File: src/rtl/ascii_case_pkg.sv
// ascii_case_pkg: shared definitions for the ASCII case-conversion stream.
//   mode_e   - case mode encoding as seen on the mode input
//   CASE_OFS - distance between an upper- and a lower-case ASCII letter
package ascii_case_pkg;

  typedef enum logic [1:0] {
    MODE_PASS   = 2'd0,
    MODE_UPPER  = 2'd1,
    MODE_LOWER  = 2'd2,
    MODE_TOGGLE = 2'd3
  } mode_e;

  localparam logic [7:0] CASE_OFS = 8'h20;

endpackage

File: src/rtl/ascii_case_lane.sv
// ascii_case_lane: combinational single-byte case converter.
//   ch_i   - input character
//   mode_i - case mode for this beat
//   ch_o   - converted character (non-letters pass through untouched)
//   chg_o  - 1 when ch_o differs from ch_i
module ascii_case_lane
  import ascii_case_pkg::*;
(
  input  logic [7:0] ch_i,
  input  mode_e      mode_i,
  output logic [7:0] ch_o,
  output logic       chg_o
);

  logic is_lo, is_up, do_up, do_lo;

  assign is_lo = (ch_i >= 8'h61) && (ch_i <= 8'h7A);
  assign is_up = (ch_i >= 8'h41) && (ch_i <= 8'h5A);

  // TOGGLE enables both directions; a byte can only be one case, so at most one fires.
  assign do_up = is_lo && ((mode_i == MODE_UPPER) || (mode_i == MODE_TOGGLE));
  assign do_lo = is_up && ((mode_i == MODE_LOWER) || (mode_i == MODE_TOGGLE));

  assign ch_o  = do_up ? (ch_i - CASE_OFS) :
                 do_lo ? (ch_i + CASE_OFS) : ch_i;
  assign chg_o = do_up | do_lo;

endmodule

File: src/rtl/ascii_case_stream.sv
// ascii_case_stream: valid/ready stream that changes ASCII letter case per
// packet, with a 2-entry output buffer and a saturating changed-byte counter.
//   clk, rst             - clock, asynchronous active-high reset
//   mode                 - case mode, captured on the first beat of a packet
//   in_valid/in_ready    - input handshake (in_ready registered)
//   in_data/in_last      - input characters (lane k at [8k+7:8k]) and packet end
//   out_valid/out_ready  - output handshake
//   out_data/out_last    - converted characters and packet end
//   cnt_clr              - synchronous clear of conv_count
//   conv_count           - saturating count of bytes actually changed
module ascii_case_stream
  import ascii_case_pkg::*;
#(
  parameter int LANES = 4,
  parameter int CNT_W = 16
) (
  input  logic                 clk,
  input  logic                 rst,
  input  logic [1:0]           mode,
  input  logic                 in_valid,
  output logic                 in_ready,
  input  logic [8*LANES-1:0]   in_data,
  input  logic                 in_last,
  output logic                 out_valid,
  input  logic                 out_ready,
  output logic [8*LANES-1:0]   out_data,
  output logic                 out_last,
  input  logic                 cnt_clr,
  output logic [CNT_W-1:0]     conv_count
);

  localparam int NW = $clog2(LANES + 1);
  // Sum width wide enough for count + per-beat changes without wrapping.
  localparam int SW = ((CNT_W > NW) ? CNT_W : NW) + 1;
  localparam logic [SW-1:0] CNT_MAX = {{(SW-CNT_W){1'b0}}, {CNT_W{1'b1}}};

  // Packet state: first_q = 1 means the next accepted beat opens a packet.
  mode_e mode_q, mode_d;
  logic  first_q, first_d;
  mode_e mode_eff;

  logic [LANES-1:0][7:0] cnv;
  logic [LANES-1:0]      chg;
  logic [NW-1:0]         nchg;

  logic [LANES-1:0][7:0] d0_q, d0_d, d1_q, d1_d;
  logic                  l0_q, l0_d, l1_q, l1_d;
  logic [1:0]            occ_q, occ_d;
  logic                  in_ready_q, in_ready_d;
  logic [CNT_W-1:0]      cnt_q, cnt_d;
  logic [SW-1:0]         base, sum;

  logic push, pop;

  // The opening beat converts with the live mode; later beats use the held one.
  assign mode_eff = first_q ? mode_e'(mode) : mode_q;

  for (genvar k = 0; k < LANES; k++) begin : g_lane
    ascii_case_lane u_lane (
      .ch_i   (in_data[8*k +: 8]),
      .mode_i (mode_eff),
      .ch_o   (cnv[k]),
      .chg_o  (chg[k])
    );
  end

  always_comb begin
    nchg = '0;
    for (int k = 0; k < LANES; k++) nchg = nchg + NW'(chg[k]);
  end

  assign push = in_valid & in_ready_q;
  assign pop  = (occ_q != 2'd0) & out_ready;

  always_comb begin
    d0_d    = d0_q;
    d1_d    = d1_q;
    l0_d    = l0_q;
    l1_d    = l1_q;
    occ_d   = occ_q;
    mode_d  = mode_q;
    first_d = first_q;

    if (push) begin
      if (first_q) mode_d = mode_e'(mode);
      first_d = in_last;
    end

    // Slot 0 is the head presented on out_*; slot 1 only fills when head is stalled.
    case ({push, pop})
      2'b10: begin
        if (occ_q == 2'd0) begin
          d0_d = cnv;
          l0_d = in_last;
        end else begin
          d1_d = cnv;
          l1_d = in_last;
        end
        occ_d = occ_q + 2'd1;
      end
      2'b01: begin
        if (occ_q == 2'd2) begin
          d0_d = d1_q;
          l0_d = l1_q;
        end
        occ_d = occ_q - 2'd1;
      end
      2'b11: begin
        // Push is only possible with occupancy below 2, so here occupancy is 1.
        d0_d = cnv;
        l0_d = in_last;
      end
      default: ;
    endcase

    in_ready_d = (occ_d < 2'd2);
  end

  // A clear coinciding with a beat restarts the count from that beat's changes.
  always_comb begin
    base  = cnt_clr ? '0 : SW'(cnt_q);
    sum   = base + (push ? SW'(nchg) : '0);
    cnt_d = (sum > CNT_MAX) ? CNT_MAX[CNT_W-1:0] : sum[CNT_W-1:0];
  end

  always_ff @(posedge clk or posedge rst) begin
    if (rst) begin
      d0_q       <= '0;
      d1_q       <= '0;
      l0_q       <= 1'b0;
      l1_q       <= 1'b0;
      occ_q      <= 2'd0;
      in_ready_q <= 1'b0;
      cnt_q      <= '0;
      mode_q     <= MODE_PASS;
      first_q    <= 1'b1;
    end else begin
      d0_q       <= d0_d;
      d1_q       <= d1_d;
      l0_q       <= l0_d;
      l1_q       <= l1_d;
      occ_q      <= occ_d;
      in_ready_q <= in_ready_d;
      cnt_q      <= cnt_d;
      mode_q     <= mode_d;
      first_q    <= first_d;
    end
  end

  assign in_ready   = in_ready_q;
  assign out_valid  = (occ_q != 2'd0);
  assign out_data   = d0_q;
  assign out_last   = l0_q;
  assign conv_count = cnt_q;

endmodule

File: config.mk
export PLATFORM = sky130hd
export DESIGN_NAME = ascii_case_stream
export DESIGN_NICKNAME = d
export VERILOG_FILES = /design/src/rtl/ascii_case_pkg.sv /design/src/rtl/ascii_case_lane.sv /design/src/rtl/ascii_case_stream.sv
export SDC_FILE = /design/constraint.sdc
export NUM_CORES = 1
export LEC_CHECK = 0
export ABC_CLOCK_PERIOD_IN_PS = 5300
export CAP_MARGIN = 20
export CELL_PAD_IN_SITES_DETAIL_PLACEMENT = 1
export CELL_PAD_IN_SITES_GLOBAL_PLACEMENT = 2
export CORE_MARGIN = 10
export CORE_UTILIZATION = 30
export CTS_CLUSTER_SIZE = 12
export DETAILED_ROUTE_END_ITERATION = 10
export PLACE_DENSITY_LB_ADDON = 0.1
export SLEW_MARGIN = 20
export SYNTH_ARGS = -nofsm -noshare
export SYNTH_HDL_FRONTEND = slang
export SYNTH_SLANG_ARGS = --single-unit
File: constraint.sdc
create_clock -name clk -period 5.3 [get_ports clk]
set_clock_uncertainty 0.2 [all_clocks]
set_input_delay 1.06 -clock clk [delete_from_list [all_inputs] [get_ports clk]]
set_output_delay 1.06 -clock clk [all_outputs]
set_load 0.05 [all_outputs]
# Yosys cells after proc, flatten, opt, wreduce, memory -nomap -nowiden
# Cells that the tools add are included.
[totals]
ff_bits = 88
latchBits = 0
ramBits = 0
mem_bits_ro = 0
inputBits = 40
out_inout_bits = 51
word_cells = 105
n_memories = 0
[classes]
n_addsub = 14
n_mul = 0
div_mod_pow = 0
order_cmp = 18
eq_ne = 9
shifts = 0
n_mux = 19
n_bitwise = 7
reduce_logical = 23
[op_table]
columns = ["op", "count"]
rows = [
  ["$pmux 32 s3", 1],
  ["$ge 8x7->1 const B", 8],
  ["$le 8x7->1 const B", 8],
  ["$mux 32", 2],
  ["$mux 8", 8],
  ["$add 8x6->8 const B", 4],
  ["$mux 16", 2],
  ["$sub 8x6->8 const B", 4],
  ["$add 16x3->17", 1],
  ["$gt 17x16->1 const B", 1],
  ["$logic_and 1x1->1", 16],
  ["$eq 2x2->1 const B", 5],
  ["$eq 2x1->1 const B", 2],
  ["$ne 2x2->1 const B", 2],
  ["$or 1x1->1", 4],
  ["$pmux 2 s2", 1],
  ["$add 2x1->3", 1],
  ["$add 3x1->3", 1],
  ["$mux 3", 1],
  ["$pmux 1 s3", 1],
  ["$reduce_and 3->1", 1],
  ["$reduce_bool 3->1", 1],
  ["$add 1x1->2", 1],
  ["$add 2x1->2 const B", 1],
  ["10 further kinds", 13],
]

# Logic depth before layout (Yosys ltp)
# Gate-level depths: netlist of the first run.
[depth]
ltp_word = 12
ltp_mapped = 17
ltp_nobuf = 16

# Hierarchy
# Synthesis of the first run repeated with hierarchy kept, for this count alone.
[unflattened]
hier_cells = 428
hier_area_um2 = 5261.3
[by_module_without_submodules]
columns = ["module", "n_inst", "cells_each", "area_per_inst_um2", "seq_area_each_um2"]
rows = [
  ["ascii_case_stream", 1, 304, 4310.4, 2203.4],
  ["ascii_case_lane", 4, 31, 237.7, 0.0],
]

# Worst setup path after synthesis of the first run
# OpenSTA, ideal clock, no wires.
[synth_path]
kind = "input-to-reg"
from = "input in_data[4]"
to = "register cnt_q[10], in the netlist conv_count[10]"
setup_ns = 0.139
arrival_time_ns = 4.572
t_required_ns = 4.961
path_slack_ns = 0.389
path_stages = 15
path_buffers = 2
path_cell_list = "or4_1 > o21ai_1 > a311o_1 > nand2_1 > fa_1 > ha_1 > ha_1 > and3_1 > fa_1 > a21o_1 > and4_1 > clkbuf_1 > nand3_1 > clkbuf_1 > o21ai_0"
[synth_via]
elab_chain_len = 11
elab_cells_between_ends = 16
classes_between = "4 x add/sub; 5 x order compare; 2 x mux; 1 x bitwise; 4 x reduce/logical"
[synth_rtl]
columns = ["item", "line", "text"]
rows = [
  ["start: declaration", "ascii_case_stream.sv:22", "input logic [8*LANES-1:0] in_data,"],
  ["$ge 8x7->1 (tied with other cells)", "ascii_case_lane.sv:17", "assign is_lo = (ch_i >= 8'h61) && (ch_i <= 8'h7A);"],
  ["$logic_and 1x1->1, on equally long branches", "ascii_case_lane.sv:17, ascii_case_lane.sv:18", ""],
  ["$logic_and 1x1->1, on equally long branches", "ascii_case_lane.sv:21, ascii_case_lane.sv:22", ""],
  ["$or 1x1->1 (*)", "ascii_case_lane.sv:26", "assign chg_o = do_up | do_lo;"],
  ["$add 1x1->2 (*)", "ascii_case_stream.sv:69", "for (int k = 0; k < LANES; k++) nchg = nchg + NW'(chg[k]);"],
  ["$add 2x1->3 (*)", "ascii_case_stream.sv:69", ""],
  ["$add 3x1->3 (*)", "ascii_case_stream.sv:69", ""],
  ["$mux 3 (*)", "ascii_case_stream.sv:122", "sum = base + (push ? SW'(nchg) : '0);"],
  ["$add 16x3->17 (*)", "ascii_case_stream.sv:122", ""],
  ["$gt 17x16->1", "ascii_case_stream.sv:123", "cnt_d = (sum > CNT_MAX) ? CNT_MAX[CNT_W-1:0] : sum[CNT_W-1:0];"],
  ["$mux 16 (*)", "ascii_case_stream.sv:123", ""],
  ["named net cnt_d[10]", "ascii_case_stream.sv:50", "logic [CNT_W-1:0] cnt_q, cnt_d;"],
  ["end signal: assignment", "ascii_case_stream.sv:144", "cnt_q <= cnt_d;"],
  ["end: declaration", "ascii_case_stream.sv:50", ""],
]
# Mark *: on every way through the listed nets, which the timed path passes. The rest lies on a longest branch.
# A chain may end at the register's enable or synchronous reset.

# Worst setup path in the final report of the first run
[layout_path]
from = "input in_data[4]"
to = "register cnt_q[12], in the netlist conv_count[12]"
# The elaborated chain is that of the path after synthesis.

==> results of run 1 <==
cells by family after synthesis:
| group | after synthesis | synth area share |
|---|---|---|
| AND/OR/NAND/NOR | 204 | 0.204 |
| flip-flops | 88 | 0.471 |
| AO/OA/AOI/OAI | 105 | 0.145 |
| buffers and inverters | 40 | 0.0323 |
| multiplexers | 30 | 0.0655 |
| adder cells (fa/ha/maj) | 19 | 0.0540 |
| XOR/XNOR | 15 | 0.0281 |
state kept, by name, indices dropped and copies added, names as in the netlist, named ones only:
register / flops
d1_q: 32
out_data: 32
conv_count: 16
occ_q: 2
first_q: 1
in_ready: 1
l1_q: 1
mode_q: 1
out_last: 1
worst max-delay path, stage by stage:
cell and delay, ps:
clkdlybuf4s50_1 420, or4_1 580, o21ai_1 170, or2_1 170
nand2_1 120, fa_1 510, ha_1 220, ha_1 260
and3_1 220, fa_1 460, a21o_1 190, and4_1 250
nand4_1 130, xor2_1 160, o21ai_0 90
final timing paths:
kind | startpoint | depth (start not counted) | slack, ps | endpoint
max in group asynchronous | rst | 3 | 2850 | conv_count[1]
setup / recovery | in_data[4] | 15 | 290 | conv_count[12]
hold reg to reg | d1_q[18] | 2 | 280 | d1_q[18]
min in group asynchronous | rst | 2 | 860 | out_data[20]
hold / removal | d1_q[18] | 2 | 280 | d1_q[18]
setup reg to reg | first_q | 15 | 920 | conv_count[12]
metal layers:
layer	routed length [um]	up-vias
li1	-	2002
met1	7160	2028
met2	6450	79
met3	716	17
met4	284	0
met5	0	-
layout by cell type, fill, tap and decap left out, types with 6 or more instances in the layout:
cell	n
o21ai_0	37
nor4_1	7
nand3_1	8
nand2_1	115
clkbuf_16	9
buf_4	46
inv_1	18
or3_1	6
a21oi_1	14
mux2i_1	25
nand4_1	8
xnor2_1	10
clkdlybuf4s50_1	90
a21o_1	7
nand2b_1	12
ha_1	16
dfrtp_1	87
nor2_1	20
layout make-up:
class	count	area [um^2]
clock buffers	10	239
clock inverters	6	67.6
fillers	1766	8830
inverters	19	72.6
multi-input cells	373	2340
flip-flops and latches	88	2200
well taps	211	264
repair buffers	136	1250
per-stage QoR:
stage | TNS (ps) | hold WS (ps)
2_1_floorplan | 0 | 245
3_3_place_gp | -57.9 | 257
3_5_place_dp | -1010 | 264
4_1_cts | 0 | 279
5_1_grt | 0 | 295
6_report | 0 | 275
power groups by stage:
stage | clock network [mW] | logic [mW] | registers, mW
after floorplan | 0 | 0.642 | 1.53
after global placement | 0 | 1.64 | 1.12
after detailed placement | 0 | 1.66 | 1.13
after CTS | 0.691 | 1.67 | 1.11
after global routing | 0.717 | 1.79 | 1.15
final | 0.668 | 1.63 | 1.11
timing repair:
action                                  in CTS  in global routing
gates resized for setup                      0                  2
hold endpoints to repair                     0                  0
endpoints found under the setup margin       0                  9
hold buffers                                 0                  0
==> impl_summary.log, run 1 <==
INFO  metric run_status = complete, no violations
INFO  metric cts_tree = done
INFO  metric worst_ep_required_time = 5310 ps
INFO  metric place.gp.congestion = 0.752
INFO  metric post-synth-top-area-cell = dfrtp_1
INFO  metric synth.ff_latch_count = 88
INFO  metric cap_violations = 0
INFO  metric grt_util_all_layers = 0.141
INFO  metric intPower = 1.91 mW
INFO  metric critical_path.startpoint_type = input pin
INFO  metric wirelength = 14600 um
INFO  metric utilization = 0.421
INFO  metric place_hpwl = 10700 um
INFO  metric endpoint_arrival_time_on_the_critical_path = 5010 ps
INFO  metric global_route.usage.met3 = 0.0295
INFO  metric io_pins = 91
INFO  metric gr-usage-met1 = 0.192
INFO  metric finalSetupViolations = 0
INFO  metric cts_setup_buffers = 0
INFO  metric ys_warn_count = 0
INFO  metric cts.sink_count = 88
INFO  metric power.clock.fraction = 0.196
INFO  metric synth_fp_nets = 560
INFO  metric drtIter0Drc = 231
INFO  metric clock_tree.root_cell = clkbuf_16
INFO  metric final.setup.worst_slack = 293 ps
INFO  metric number_of_enable_type_register_cells_in_the_synthesized_netlist = 0
INFO  metric cts_buffer_depth = 2
INFO  metric drc = 0
INFO  metric worst_hold_path_class = flop to flop
INFO  metric yosysMostFrequentCell = nand2_1
INFO  metric placedCellCount = 827
INFO  metric insertedDiodeCount = 0
INFO  metric grt_overflow_total = 0
INFO  metric syn-mean-instance-area = 9.34 um^2
INFO  metric core_area = 15300 um^2
INFO  metric synth.distinct_cells = 58
INFO  metric placement.setup.worst_slack = -119 ps
INFO  metric route.antenna.remaining_nets = 0
INFO  metric critical_path_class = input pin to flop
INFO  metric rsz0062_at_grt = false
INFO  metric detail_route.wl_per_cell = 17.3 um
INFO  metric fp-row-count = 45
INFO  metric relSlewSlack = 0.417
INFO  metric first_pass_iters = 4
INFO  metric cp-end-kind = flop
INFO  metric detailroute.via_count = 4126
INFO  metric p_switching = 1.50 mW
INFO  metric max_freq = 200 MHz
INFO  metric drive_gt1_frac = 0.127
INFO  metric worst_margin_slew = 871 ps
INFO  metric period_minus_slack = 5010 ps
INFO  metric number_of_antenna_violations_at_the_first_check_in_global_routing = 0
INFO  metric worst-path-max-fanout = 5
INFO  metric effective_utilization_at_floorplan = 0.307
INFO  metric die-width = 145 um
INFO  metric dpl_cell_area = 6120 um^2
INFO  metric synth_area = 4680 um^2
INFO  metric seqPwrFrac = 0.325
INFO  metric drt-vias-per-instance = 4.89
INFO  metric report.power.total = 3.41 mW
INFO  metric finish.cell_count_without_fillers = 843
INFO  metric powerDensity = 530 nW/um^2
INFO  metric cts-buffers-inserted = 9
INFO  metric grt_pass1_vias = 4385
INFO  metric die_area = 21000 um^2
INFO  metric timing.final.max_slew_violations = 0
INFO  metric layout.nets = 686
INFO  metric grt_max_degree = 60
INFO  metric ys_seq_area_frac = 0.471
INFO  metric dieHeight = 145 um
INFO  metric groute.layer.met2.usage = 0.215
INFO  metric post-route-period-util = 0.945
INFO  metric synth_top_area_frac = 0.465
INFO  metric switching_share = 0.441
INFO  metric total_leakage_power = 2.92 nW
INFO  metric netlist_instances = 501
INFO  metric grt_first_pass_wirelength = 24200 um
INFO  metric timing_hold_violations_final = 0
INFO  metric design_area = 6430 um^2
INFO  metric synth-main-ff-cell = dfrtp_1
INFO  metric numPortBuffers = 90
INFO  metric grt-busiest-layer = met2
INFO  metric power.share.combinational = 0.479
INFO  metric cts_max_level = 3
INFO  metric clkTransAtPathRegs = 70 ps
INFO  metric yosys-top-cells-count = 116 x nand2_1, 87 x dfrtp_1, 37 x o21ai_0
INFO  metric area.growth.synth_to_final = 37.3%
INFO  metric asyncSetResetFlopFracSynth = 1.00
INFO  metric ir_drop_worst_case_vdd = 0.000315 V
INFO  metric cell_types_with_the_largest_area_share_after_synthesis = dfrtp_1 47%, nand2_1 9.3%, mux2i_1 5.3%
INFO  metric clk_latency = 350 ps
Note: power is estimated with default switching activity, not from simulation.
==> run 2, diff against run 1 <==
--- a/config.mk
+++ b/config.mk
@@ -5,7 +5,7 @@
 export SDC_FILE = /design/constraint.sdc
 export NUM_CORES = 1
 export LEC_CHECK = 0
-export ABC_CLOCK_PERIOD_IN_PS = 5300
+export ABC_CLOCK_PERIOD_IN_PS = 5050
 export CAP_MARGIN = 20
 export CELL_PAD_IN_SITES_DETAIL_PLACEMENT = 1
 export CELL_PAD_IN_SITES_GLOBAL_PLACEMENT = 2
@@ -13,6 +13,7 @@
 export CORE_UTILIZATION = 30
 export CTS_CLUSTER_SIZE = 12
 export DETAILED_ROUTE_END_ITERATION = 10
+export MAX_ROUTING_LAYER = met4
 export PLACE_DENSITY_LB_ADDON = 0.1
 export SLEW_MARGIN = 20
 export SYNTH_ARGS = -nofsm -noshare
==> constraint.sdc (replaced) <==
create_clock -name clk -period 5.05 [get_ports clk]
set_clock_uncertainty 0.2 [all_clocks]
set_input_delay 1.01 -clock clk [delete_from_list [all_inputs] [get_ports clk]]
set_output_delay 1.01 -clock clk [all_outputs]
set_load 0.05 [all_outputs]
==> impl_summary.log, run 2 (synthesis gave the netlist of run 1 again) <==
INFO  metric critical_path.startpoint_type = input pin
INFO  metric place.gp.congestion = 0.812
INFO  metric clock_tree.root_cell = clkbuf_16
INFO  metric multiInputGateArea = 2370 um^2
INFO  metric cts_max_level = 3
INFO  metric ir_drop_worst_case_vdd = 0.000277 V
INFO  metric utilization = 0.433
INFO  metric layout.area.seq = 2200 um^2
INFO  metric area.growth.synth_to_final = 41.1%
INFO  metric die-width = 145 um
INFO  metric detail_route.wl_per_cell = 17.6 um
INFO  metric clkTransAtPathRegs = 70 ps
INFO  metric cap_violations = 0
INFO  metric clk_latency = 350 ps
INFO  metric effective_utilization_at_floorplan = 0.307
INFO  metric worstSetupStartpoint = in_data[13]
INFO  metric final.setup.worst_slack = 162 ps
INFO  metric cts-buffers-inserted = 9
INFO  metric dpl_cell_area = 6230 um^2
INFO  metric placement.setup.worst_slack = -384 ps
INFO  metric timing.final.max_slew_violations = 0
INFO  metric grt_pass1_vias = 4566
INFO  metric worst_hold_path_class = flop to flop
INFO  metric filler_cell_count = 1764
INFO  metric dieHeight = 145 um
INFO  metric final_common_cell = nand2_1
INFO  metric design_area = 6600 um^2
INFO  metric period_minus_slack = 4890 ps
INFO  metric cts.sink_count = 88
INFO  metric numPortBuffers = 90
INFO  metric grt_overflow_total = 0
INFO  metric hold_slack = 274 ps
INFO  metric powerDensity = 556 nW/um^2
INFO  metric drc = 0
INFO  metric startpoint_of_the_most_critical_register_to_register_path = first_q
INFO  metric wirelength = 15100 um
INFO  metric cts_hold_buf = 0
INFO  metric grt_util_all_layers = 0.149
INFO  metric worst_ep_required_time = 5100 ps
INFO  metric cts_tree = done
INFO  metric finalSetupViolations = 0
INFO  metric layout_common_cells = 115 x nand2_1, 90 x clkdlybuf4s50_1, 87 x dfrtp_1
INFO  metric endpoint_arrival_time_on_the_critical_path = 4930 ps
INFO  metric io_pins = 91
INFO  metric cp-end-kind = flop
INFO  metric layout.nets = 701
INFO  metric timing_hold_violations_final = 0
INFO  metric worst-path-max-fanout = 3
INFO  metric place_hpwl = 11400 um
INFO  metric drt-vias-per-instance = 4.88
INFO  metric detailroute.via_count = 4184
INFO  metric drtIter0Drc = 206
INFO  metric cts_buffer_depth = 2
INFO  metric fp-row-count = 45
INFO  metric report.power.total = 3.67 mW
INFO  metric insertedDiodeCount = 0
INFO  metric max_freq = 205 MHz
INFO  metric post-route-period-util = 0.968
INFO  metric grt_first_pass_wirelength = 25100 um
INFO  metric die_area = 21000 um^2
INFO  metric core_area = 15300 um^2
INFO  metric worst_margin_slew = 822 ps
INFO  metric relSlewSlack = 0.451
INFO  metric run_status = complete, no violations
INFO  metric critical_path_class = input pin to flop
INFO  metric first_pass_iters = 4
INFO  metric drive_gt1_frac = 0.155
INFO  metric total_leakage_power = 3.01 nW
INFO  metric number_of_antenna_violations_at_the_first_check_in_global_routing = 0
INFO  metric hold_path_startpoint = d1_q[1]
INFO  metric route.antenna.remaining_nets = 0
INFO  metric grt_max_degree = 41
-- run 2: timing repair --
action | in CTS | in global routing
buffers inserted | 0 | 1
resized for setup | 1 | 11
pin swaps | 0 | 1
hold endpoints to repair | 0 | 0
setup endpoints to repair | 1 | 16
-- run 2: worst max-delay path, stage by stage --
cell and delay (ps):
clkdlybuf4s50_1 510, ha_1 280, nand2b_1 80, a21oi_1 80
o21a_1 190, or2_2 310, fa_1 470, ha_1 230
ha_1 280, and3_1 220, ha_1 310, a21o_1 170
a21oi_2 210, nor3_1 80, and4_1 210, nor4_2 280
-- run 2: final cells by class --
cell class,count,area share
Tap cell,211,0.0400
Multi-Input combinational cell,373,0.358
Inverter,19,0.0110
Clock buffer,12,0.0373
Sequential cell,88,0.334
Timing Repair Buffer,151,0.208
Clock inverter,4,0.0116
-- run 2: power by group --
part	switching (mW)	leakage, nW	total [mW]	internal, mW
Combinational	1.13	1.75	1.77	0.640
Sequential	0.173	1.10	1.17	0.995
Clock	0.289	0.153	0.739	0.450
-- run 2: routing by layer --
| metal | track usage | part of all wire | up-vias |
|---|---|---|---|
| met5 | - | 0 | - |
| met4 | 0.0403 | 0.015 | 0 |
| met3 | 0.0307 | 0.033 | 22 |
| met2 | 0.230 | 0.46 | 68 |
| met1 | 0.195 | 0.49 | 2064 |
| li1 | - | - | 2030 |
-- run 2: worst paths after layout --
| path | end | slack [ps] | depth (start not counted) |
|---|---|---|---|
| min in group asynchronous | out_data[20] | 890 | 2 |
| setup reg to reg | conv_count[15] | 680 | 15 |
| hold / removal | d1_q[1] | 270 | 2 |
| max in group asynchronous | first_q | 2880 | 3 |
| hold reg to reg | d1_q[1] | 270 | 2 |
| setup / recovery | conv_count[15] | 160 | 16 |
-- run 2: metrics by stage --
step	setup TNS (ps)	instances
final	0	858
after global routing	-6.21	858
after CTS	0	857
after detailed placement	-3850	841
after global placement	-2440	841
after floorplan	0	501
==> run 3, diff against run 2 <==
--- a/config.mk
+++ b/config.mk
@@ -9,12 +9,11 @@
 export CAP_MARGIN = 20
 export CELL_PAD_IN_SITES_DETAIL_PLACEMENT = 1
 export CELL_PAD_IN_SITES_GLOBAL_PLACEMENT = 2
-export CORE_MARGIN = 10
 export CORE_UTILIZATION = 30
 export CTS_CLUSTER_SIZE = 12
 export DETAILED_ROUTE_END_ITERATION = 10
 export MAX_ROUTING_LAYER = met4
-export PLACE_DENSITY_LB_ADDON = 0.1
+export PLACE_DENSITY_LB_ADDON = 0.15
 export SLEW_MARGIN = 20
 export SYNTH_ARGS = -nofsm -noshare
 export SYNTH_HDL_FRONTEND = slang
==> impl_summary.log, run 3 (synthesis gave the netlist of run 1 again) <==
INFO  metric number_of_antenna_violations_at_the_first_check_in_global_routing = 0
INFO  metric route.antenna.remaining_nets = 0
INFO  metric cp-end-kind = flop
INFO  metric cts_buffer_depth = 2
INFO  metric insertedDiodeCount = 0
INFO  metric effective_utilization_at_floorplan = 0.308
INFO  metric final.setup.worst_slack = 199 ps
INFO  metric post-route-period-util = 0.961
INFO  metric drive_gt1_frac = 0.164
INFO  metric layout.nets = 703
INFO  metric clkTransAtPathRegs = 60 ps
INFO  metric drtIter0Drc = 160
INFO  metric grt_util_all_layers = 0.197
INFO  metric groute.layer.met2.usage = 0.323
INFO  metric period_minus_slack = 4850 ps
INFO  metric rsz0062_at_grt = false
INFO  metric cts.sink_count = 88
INFO  metric cts_tree = done
INFO  metric switching_share = 0.436
INFO  metric grt-busiest-layer = met2
INFO  metric global_route.usage.met3 = 0.0287
INFO  metric finalSetupViolations = 0
INFO  metric utilization = 0.434
INFO  metric die-width = 127 um
INFO  metric timing.final.max_slew_violations = 0
INFO  metric worst_margin_slew = 886 ps
INFO  metric worst_ep_required_time = 5070 ps
INFO  metric critical_path.startpoint_type = input pin
INFO  metric relSlewSlack = 0.407
INFO  metric drc = 0
INFO  metric filler_cell_count = 1718
INFO  metric core_area = 15200 um^2
INFO  metric clock_tree.root_cell = clkbuf_16
INFO  metric cap_violations = 0
INFO  metric power.share.combinational = 0.487
INFO  metric grt_first_pass_wirelength = 24000 um
INFO  metric drt-vias-per-instance = 5.01
INFO  metric worst-path-max-fanout = 5
INFO  metric detailroute.via_count = 4189
INFO  metric die_area = 16100 um^2
INFO  metric area.growth.synth_to_final = 40.8%
INFO  metric placement.setup.worst_slack = -388 ps
INFO  metric place.gp.congestion = 0.778
INFO  metric layout_common_cells = 115 x nand2_1, 90 x clkdlybuf4s50_1, 87 x dfrtp_1
INFO  metric first_pass_iters = 4
INFO  metric grt_max_degree = 49
INFO  metric dieHeight = 127 um
INFO  metric run_status = complete, no violations
INFO  metric cts-buffers-inserted = 9
INFO  metric intPower = 2.05 mW
INFO  metric critical_path_class = input pin to flop
INFO  metric ir_drop_worst_case_vdd = 0.000304 V
INFO  metric report.power.total = 3.64 mW
INFO  metric timing_hold_violations_final = 0
INFO  metric cts_max_level = 3
INFO  metric worst_hold_path_class = flop to flop
INFO  metric numPortBuffers = 90
INFO  metric max_freq = 206 MHz
INFO  metric p_switching = 1.59 mW
INFO  metric final_common_cell = nand2_1
INFO  metric wirelength = 14200 um
INFO  metric total_leakage_power = 3.01 nW
INFO  metric finalSetupTns = 0 ps
INFO  metric clk_latency = 340 ps
INFO  metric powerDensity = 553 nW/um^2
INFO  metric power.clock.fraction = 0.191
INFO  metric layout.area.seq = 2200 um^2
INFO  metric grt_overflow_total = 0
INFO  metric seqPwrFrac = 0.322
INFO  metric endpoint_arrival_time_on_the_critical_path = 4870 ps
INFO  metric fp-row-count = 45
INFO  metric gr-usage-met1 = 0.249
INFO  metric io_pins = 91
INFO  metric detail_route.wl_per_cell = 16.9 um
INFO  metric grt_pass1_vias = 4559
INFO  metric place_hpwl = 10300 um
INFO  metric finish.cell_count_without_fillers = 836
INFO  metric placedCellCount = 821
INFO  metric multiInputGateArea = 2370 um^2
[run 3: cell types whose count changed in the layout (fill, tap and decap cells not counted), sizes merged]
cell / change
clkinvlp: +1
bufinv: -1
inv: -1
clkbuf: -1
clkinv: +1
buf: +2
[run 3: cell type report]
type,instances,area share
tap,188,0.0357
clock buffer,11,0.0383
inverter,19,0.0110
clock inverter,4,0.00816
timing repair buffer,153,0.212
sequential,88,0.334
multi-input combinational,373,0.360
[run 3: per-stage QoR]
| step | area (um^2) | hold slack, ps |
|---|---|---|
| 5_1_grt | 6590 | 303 |
| 6_report | 6590 | 276 |
| 2_1_floorplan | 4680 | 245 |
| 4_1_cts | 6550 | 279 |
| 3_3_place_gp | 6240 | 257 |
| 3_5_place_dp | 6240 | 262 |
[run 3: critical path: stages]
cell	delay, ps
clkdlybuf4s50_1	430
nor4_2	330
buf_4	170
a2111oi_2	70
o21a_1	130
or2_2	310
fa_1	520
ha_2	210
ha_1	270
and3_2	240
ha_1	280
a21o_1	120
a21oi_2	70
buf_4	160
nor4_1	250
xnor2_1	180
o21ai_0	100
[run 3: final timing paths]
kind	startpoint	endpoint	slack, ps	cells after the start
max in group asynchronous	rst	d1_q[7]	2960	3
min in group asynchronous	rst	l1_q	770	2
worst max register to register	first_q	conv_count[13]	770	15
worst max-delay path	in_data[9]	conv_count[13]	200	17
worst min-delay path	d1_q[28]	d1_q[28]	280	2
worst min register to register	d1_q[28]	d1_q[28]	280	2
[run 3: power by group through the flow]
stage,logic (mW),registers (mW),clock network (mW)
2_1_floorplan,0.673,1.61,0
3_3_place_gp,1.75,1.18,0
3_5_place_dp,1.78,1.19,0
4_1_cts,1.79,1.18,0.716
5_1_grt,1.93,1.22,0.736
6_report,1.77,1.17,0.694
[run 3: layer usage]
| layer | part of all wire | wire length, um | vias up |
|---|---|---|---|
| li1 | - | - | 2041 |
| met1 | 0.48 | 6820 | 2061 |
| met2 | 0.47 | 6720 | 68 |
| met3 | 0.027 | 386 | 19 |
| met4 | 0.017 | 245 | 0 |
| met5 | 0 | 0 | - |
[run 3: repair_timing]
item / in CTS / in global routing
resized for setup: 1 / 14
pin swaps: 0 / 3
hold buffers: 0 / 0
setup endpoints to repair: 7 / 16
setup buffers: 0 / 0
